`config.mk`:
```
export PLATFORM = sky130hd
export DESIGN_NAME = n_term_loopback_pipe
export DESIGN_NICKNAME = d
export VERILOG_FILES = /design/src/rtl/n_term_loopback_pipe.sv
export SDC_FILE = /design/constraint.sdc
export NUM_CORES = 1
export LEC_CHECK = 0
export ABC_CLOCK_PERIOD_IN_PS = 2850
export BUFFER_PORTS_ARGS = -buffer_cell sky130_fd_sc_hd__buf_2
export CORE_AREA = 3 3 90 92
export CTS_CLUSTER_DIAMETER = 50
export DETAILED_ROUTE_END_ITERATION = 8
export DIE_AREA = 0 0 93 95
export PLACE_DENSITY = 0.74
export SETUP_SLACK_MARGIN = 0.4
export SYNTH_ARGS = -nofsm -noshare
export SYNTH_HDL_FRONTEND = slang
export SYNTH_SLANG_ARGS = --single-unit
export TNS_END_PERCENT = 10
```
`constraint.sdc`:
```
create_clock -name UserCLK -period 2.85 [get_ports UserCLK]
set_input_delay 0.1425 -clock UserCLK [delete_from_list [all_inputs] [get_ports UserCLK]]
set_output_delay 0.1425 -clock UserCLK [all_outputs]
set_load 0.02 [all_outputs]
```
`src/rtl/n_term_loopback_pipe.sv`:
```
// rtl/n_term_loopback_pipe.sv - north-termination loopback with per-wire mode and frame forwarding pipe
module n_term_loopback_pipe #(
  parameter int NUM_WIRES       = 12,
  parameter int MaxFramesPerCol = 20,
  parameter int FrameBitsPerRow = 32,
  parameter int STROBE_PIPE     = 1,
  parameter int CFG_FRAME       = 0
) (
  input  logic                       UserCLK,
  input  logic                       rst,
  input  logic [NUM_WIRES-1:0]       from_N,
  output logic [NUM_WIRES-1:0]       to_S,
  input  logic [MaxFramesPerCol-1:0] FrameStrobe,
  input  logic [FrameBitsPerRow-1:0] FrameData,
  output logic [MaxFramesPerCol-1:0] FrameStrobe_O,
  output logic [FrameBitsPerRow-1:0] FrameData_O,
  output logic                       UserCLKo,
  output logic                       rsto,
  output logic                       cfg_done
);

  logic [2*NUM_WIRES-1:0] r_mode;
  logic [NUM_WIRES-1:0]   r_loop;
  logic [NUM_WIRES-1:0]   r_sticky;
  logic                   r_cfg_done;
  logic                   w_cfg_wr;

  assign w_cfg_wr = FrameStrobe[CFG_FRAME];
  assign UserCLKo = UserCLK;
  assign rsto     = rst;
  assign cfg_done = r_cfg_done;

  // A config write clears every sticky bit, overriding a coincident set.
  always_ff @(posedge UserCLK or negedge rst) begin
    if (!rst) begin
      r_mode     <= '0;
      r_loop     <= '0;
      r_sticky   <= '0;
      r_cfg_done <= 1'b0;
    end else begin
      r_loop <= from_N;
      if (w_cfg_wr) begin
        r_mode     <= FrameData[2*NUM_WIRES-1:0];
        r_cfg_done <= 1'b1;
        r_sticky   <= '0;
      end else begin
        r_sticky <= r_sticky | from_N;
      end
    end
  end

  always_comb begin
    to_S = '0;
    for (int i = 0; i < NUM_WIRES; i++) begin
      case (r_mode[2*i +: 2])
        2'b00:   to_S[i] = from_N[i];
        2'b01:   to_S[i] = r_loop[i];
        2'b10:   to_S[i] = 1'b0;
        default: to_S[i] = r_sticky[i];
      endcase
    end
  end

  generate
    if (STROBE_PIPE == 0) begin : g_nopipe
      assign FrameStrobe_O = FrameStrobe;
      assign FrameData_O   = FrameData;
    end else begin : g_pipe
      logic [MaxFramesPerCol-1:0] r_strb [STROBE_PIPE];
      logic [FrameBitsPerRow-1:0] r_data [STROBE_PIPE];

      always_ff @(posedge UserCLK or negedge rst) begin
        if (!rst) begin
          for (int k = 0; k < STROBE_PIPE; k++) begin
            r_strb[k] <= '0;
            r_data[k] <= '0;
          end
        end else begin
          r_strb[0] <= FrameStrobe;
          r_data[0] <= FrameData;
          for (int k = 1; k < STROBE_PIPE; k++) begin
            r_strb[k] <= r_strb[k-1];
            r_data[k] <= r_data[k-1];
          end
        end
      end

      assign FrameStrobe_O = r_strb[STROBE_PIPE-1];
      assign FrameData_O   = r_data[STROBE_PIPE-1];
    end
  endgenerate

endmodule

```
### Yosys cells after proc, flatten, opt, wreduce, memory -nomap -nowiden

Index checks and enable logic that the tools add are counted.

* register bits after elaboration: 101
* logic and storage cells: 56

* equality and inequality tests: 24
* mux-type cells: 13
* bitwise gates (word level): 1
* reduce and logical (&&, ||, !) cells: 12

Operators with widths (count)
* $pmux 1 s3: 12
* $eq 2x1->1 const B: 12
* $eq 2x2->1 const B: 12
* $logic_not 2->1: 12
* $mux 12: 1
* $or 12x12->12: 1

### Logic depth before layout (Yosys ltp)

* word-level depth: 2
* gate-level depth with buffers: 4
* gate-level depth less buffers: 2

==> results.tsv <==
stage	metric	value	unit
status	outcome	finished, final reports clean	
setup_path	worstSetupStartpointType	clock port	
layout	fin_cells	501	
yosys	yosys.area.top_type_share	77.3	%
place	place_congestion	0.713	
setup_path	crit_fanout	2	
floorplanning	num_rows	31	
cts	cts_setup_buffers	0	
yosys	ys_top_cells_by_area	dfrtp_1 (77%), mux2_4 (7.3%), mux2i_1 (3.1%), nor2_1 (3.0%), mux2_2 (2.8%)	
drt	vias	2246	
yosys	synth_nets	258	
timing	fin_worst_skew	0	ps
yosys	synth_mux_area_share	13.8	%
yosys	yosys.area_share.simple	4.71	%
yosys	ys.flop_type	dfrtp_1	
global_routing	first_global_vias	2511	
timing	rsz0062_at_grt	no	
drt	detail-route-antenna-nets	0	
cts	clkTransAtPathRegs	90	ps
yosys	synth_xor_area_share	0	%
global_routing	grt_max_degree	57	
yosys	synth_fa_ha_area_share	0	%
yosys	netlist_instances	192	
global_routing	grtUsageTotal	17.8	%
timing	setup_viol	0	
yosys	netlist_area	0.00327	mm²
cts	ctsResizeCount	0	
drt	vias_per_cell	4.48	
yosys	yosysMostFrequentCell	dfrtp_1	
layout	drive_gt1_share	43.3	%
place	hpwl	4230	µm
layout	multi_input_area	674	µm²
yosys	avgSynthCellArea	17.0	µm²
yosys	ys_seq_area_share	77.3	%
timing	slew_viol_final	0	
setup_path	end_kind	primary output	
timing	tightest_slew	958	ps
run	drv_cap	0	
layout	fin_nets	463	
floorplanning	die_width	93	µm
layout	diodes	0	
cts	worstSkewPairLatency	450	ps
yosys	yosys.area.top_type	dfrtp_1	
yosys	ys_top_cells_by_count	dfrtp_1 (101), nor2_1 (26), mux2_4 (16)	
worst_hold_path	hold_class	in -> async	
timing	relSlewSlack	36.1	%
timing	fin_hold_ws	245	ps
drt	drt_iter0_drc	40	
power_and_ir_drop	powerDensity	610	mW/mm²
global_routing	grt_antenna_before_repair	0	
layout	fillers	557	
timing	tns	0	ps
place	placed_cells	418	
power_and_ir_drop	ir_drop	0.377	mV
yosys	synth_cell_types	13	
drt	dr.pass1.iters	4	
layout	area_growth	49.3	%
floorplanning	io_pins	133	
yosys	ys_warn_count	0	
cts	cts-hold-fix-buffers	64	
floorplanning	core_area	0.00729	mm²
timing	hold_viol_final	0	
setup_path	worstSetupPathType	clk -> out	
place	port_buffers	132	
yosys	synth_edf_count	0	
drt	drt_wl_total	7070	µm
floorplanning	die_area	0.00884	mm²
global_routing	globalRoute.totalOverflow	0	
yosys	async_flop_share	100	%
drt	detail_route.drc_violations	0	
power_and_ir_drop	leakage	0.00241	µW
drt	wl_per_cell	14.1	µm
cts	cts_tree	built	
setup_path	arrival	1790	ps
layout	regArea	0.00253	mm²
yosys	synth-seq-cells	101	
floorplanning	initial_core_util	44.9	%
floorplanning	die_h	95	µm
yosys	synth_top_family_by_area	multiplexers	
yosys	synth_compound_area_share	2.07	%
global_routing	grt_pass1_wl	11800	µm
setup_path	worstPathRequired	2710	ps
==> report_power, final <==
part	leakage, µW	switching, µW	internal, µW
combinational	0.00111	201	204
clock	0.000119	494	509
sequential	0.00119	48.8	1520
total	0.00241	744	2240
==> sequential cells by signal, summed over array words and instances, names as in the netlist <==
signal         count
r_sticky          12
FrameData_O       32
r_mode            24
cfg_done           1
r_loop            12
FrameStrobe_O     20
==> kinds of logic (layout without fill, tap and decap cells) <==
kind of cell / Yosys count / after routing
AO/OA/AOI/OAI: 12 / 12
buffers and inverters: 6 / 216
flip-flops: 101 / 101
multiplexers: 36 / 36
AND/OR/NAND/NOR: 37 / 37
==> final cells by class <==
| type | instances | share of cell area [%] |
|---|---|---|
| Clock inverter | 5 | 1.23 |
| Sequential cell | 101 | 51.8 |
| Multi-Input combinational cell | 85 | 13.8 |
| Clock buffer | 15 | 3.64 |
| Timing Repair Buffer | 196 | 27.0 |
| Tap cell | 99 | 2.54 |
==> cells in the final DEF (no fill, tap or decap), drive strengths merged <==
cell	instances
inv	1
clkinvlp	1
clkbuf	14
mux2	26
or2	1
nand3	10
dfrtp	101
dlygate4sd3	64
a22o	2
bufinv	1
o21ai	10
clkinv	2
nor2	26
buf	133
mux2i	10
==> critical path, cell delays in order <==
cell	delay [ps]
clkbuf_8	110
clkbuf_8	110
buf_2	150
==> per-layer routing <==
metal  wire length, µm  track usage [%]  up-vias
li1                  -                -     1049
met1              2770             19.5     1105
met2              3710             31.0       85
met3               502             6.22        7
met4                85             8.06        0
met5                 0                0        -
==> through the flow <==
step,power (µW),utilization [%],area [µm²],setup slack (ps)
2_1_floorplan,1820,-,3270,1150
3_3_place_gp,1960,55.0,4010,1150
3_5_place_dp,1970,55.0,4010,1150
4_1_cts,3030,67.0,4880,912
5_1_grt,3140,67.0,4880,912
6_report,2980,67.0,4880,916
==> final timing paths <==
kind,from,to,slack [ps],depth (start not counted)
max in group asynchronous,rst,FrameStrobe_O[14],1920,3
min in group UserCLK,FrameStrobe[0],FrameStrobe_O[0],280,1
min,rst,r_sticky[6],250,2
min reg2reg,cfg_done,cfg_done,470,1
max,UserCLK,UserCLKo,920,3
max reg2reg,r_mode[18],r_mode[18],2040,1
Note: power is estimated with default switching activity, not from simulation.
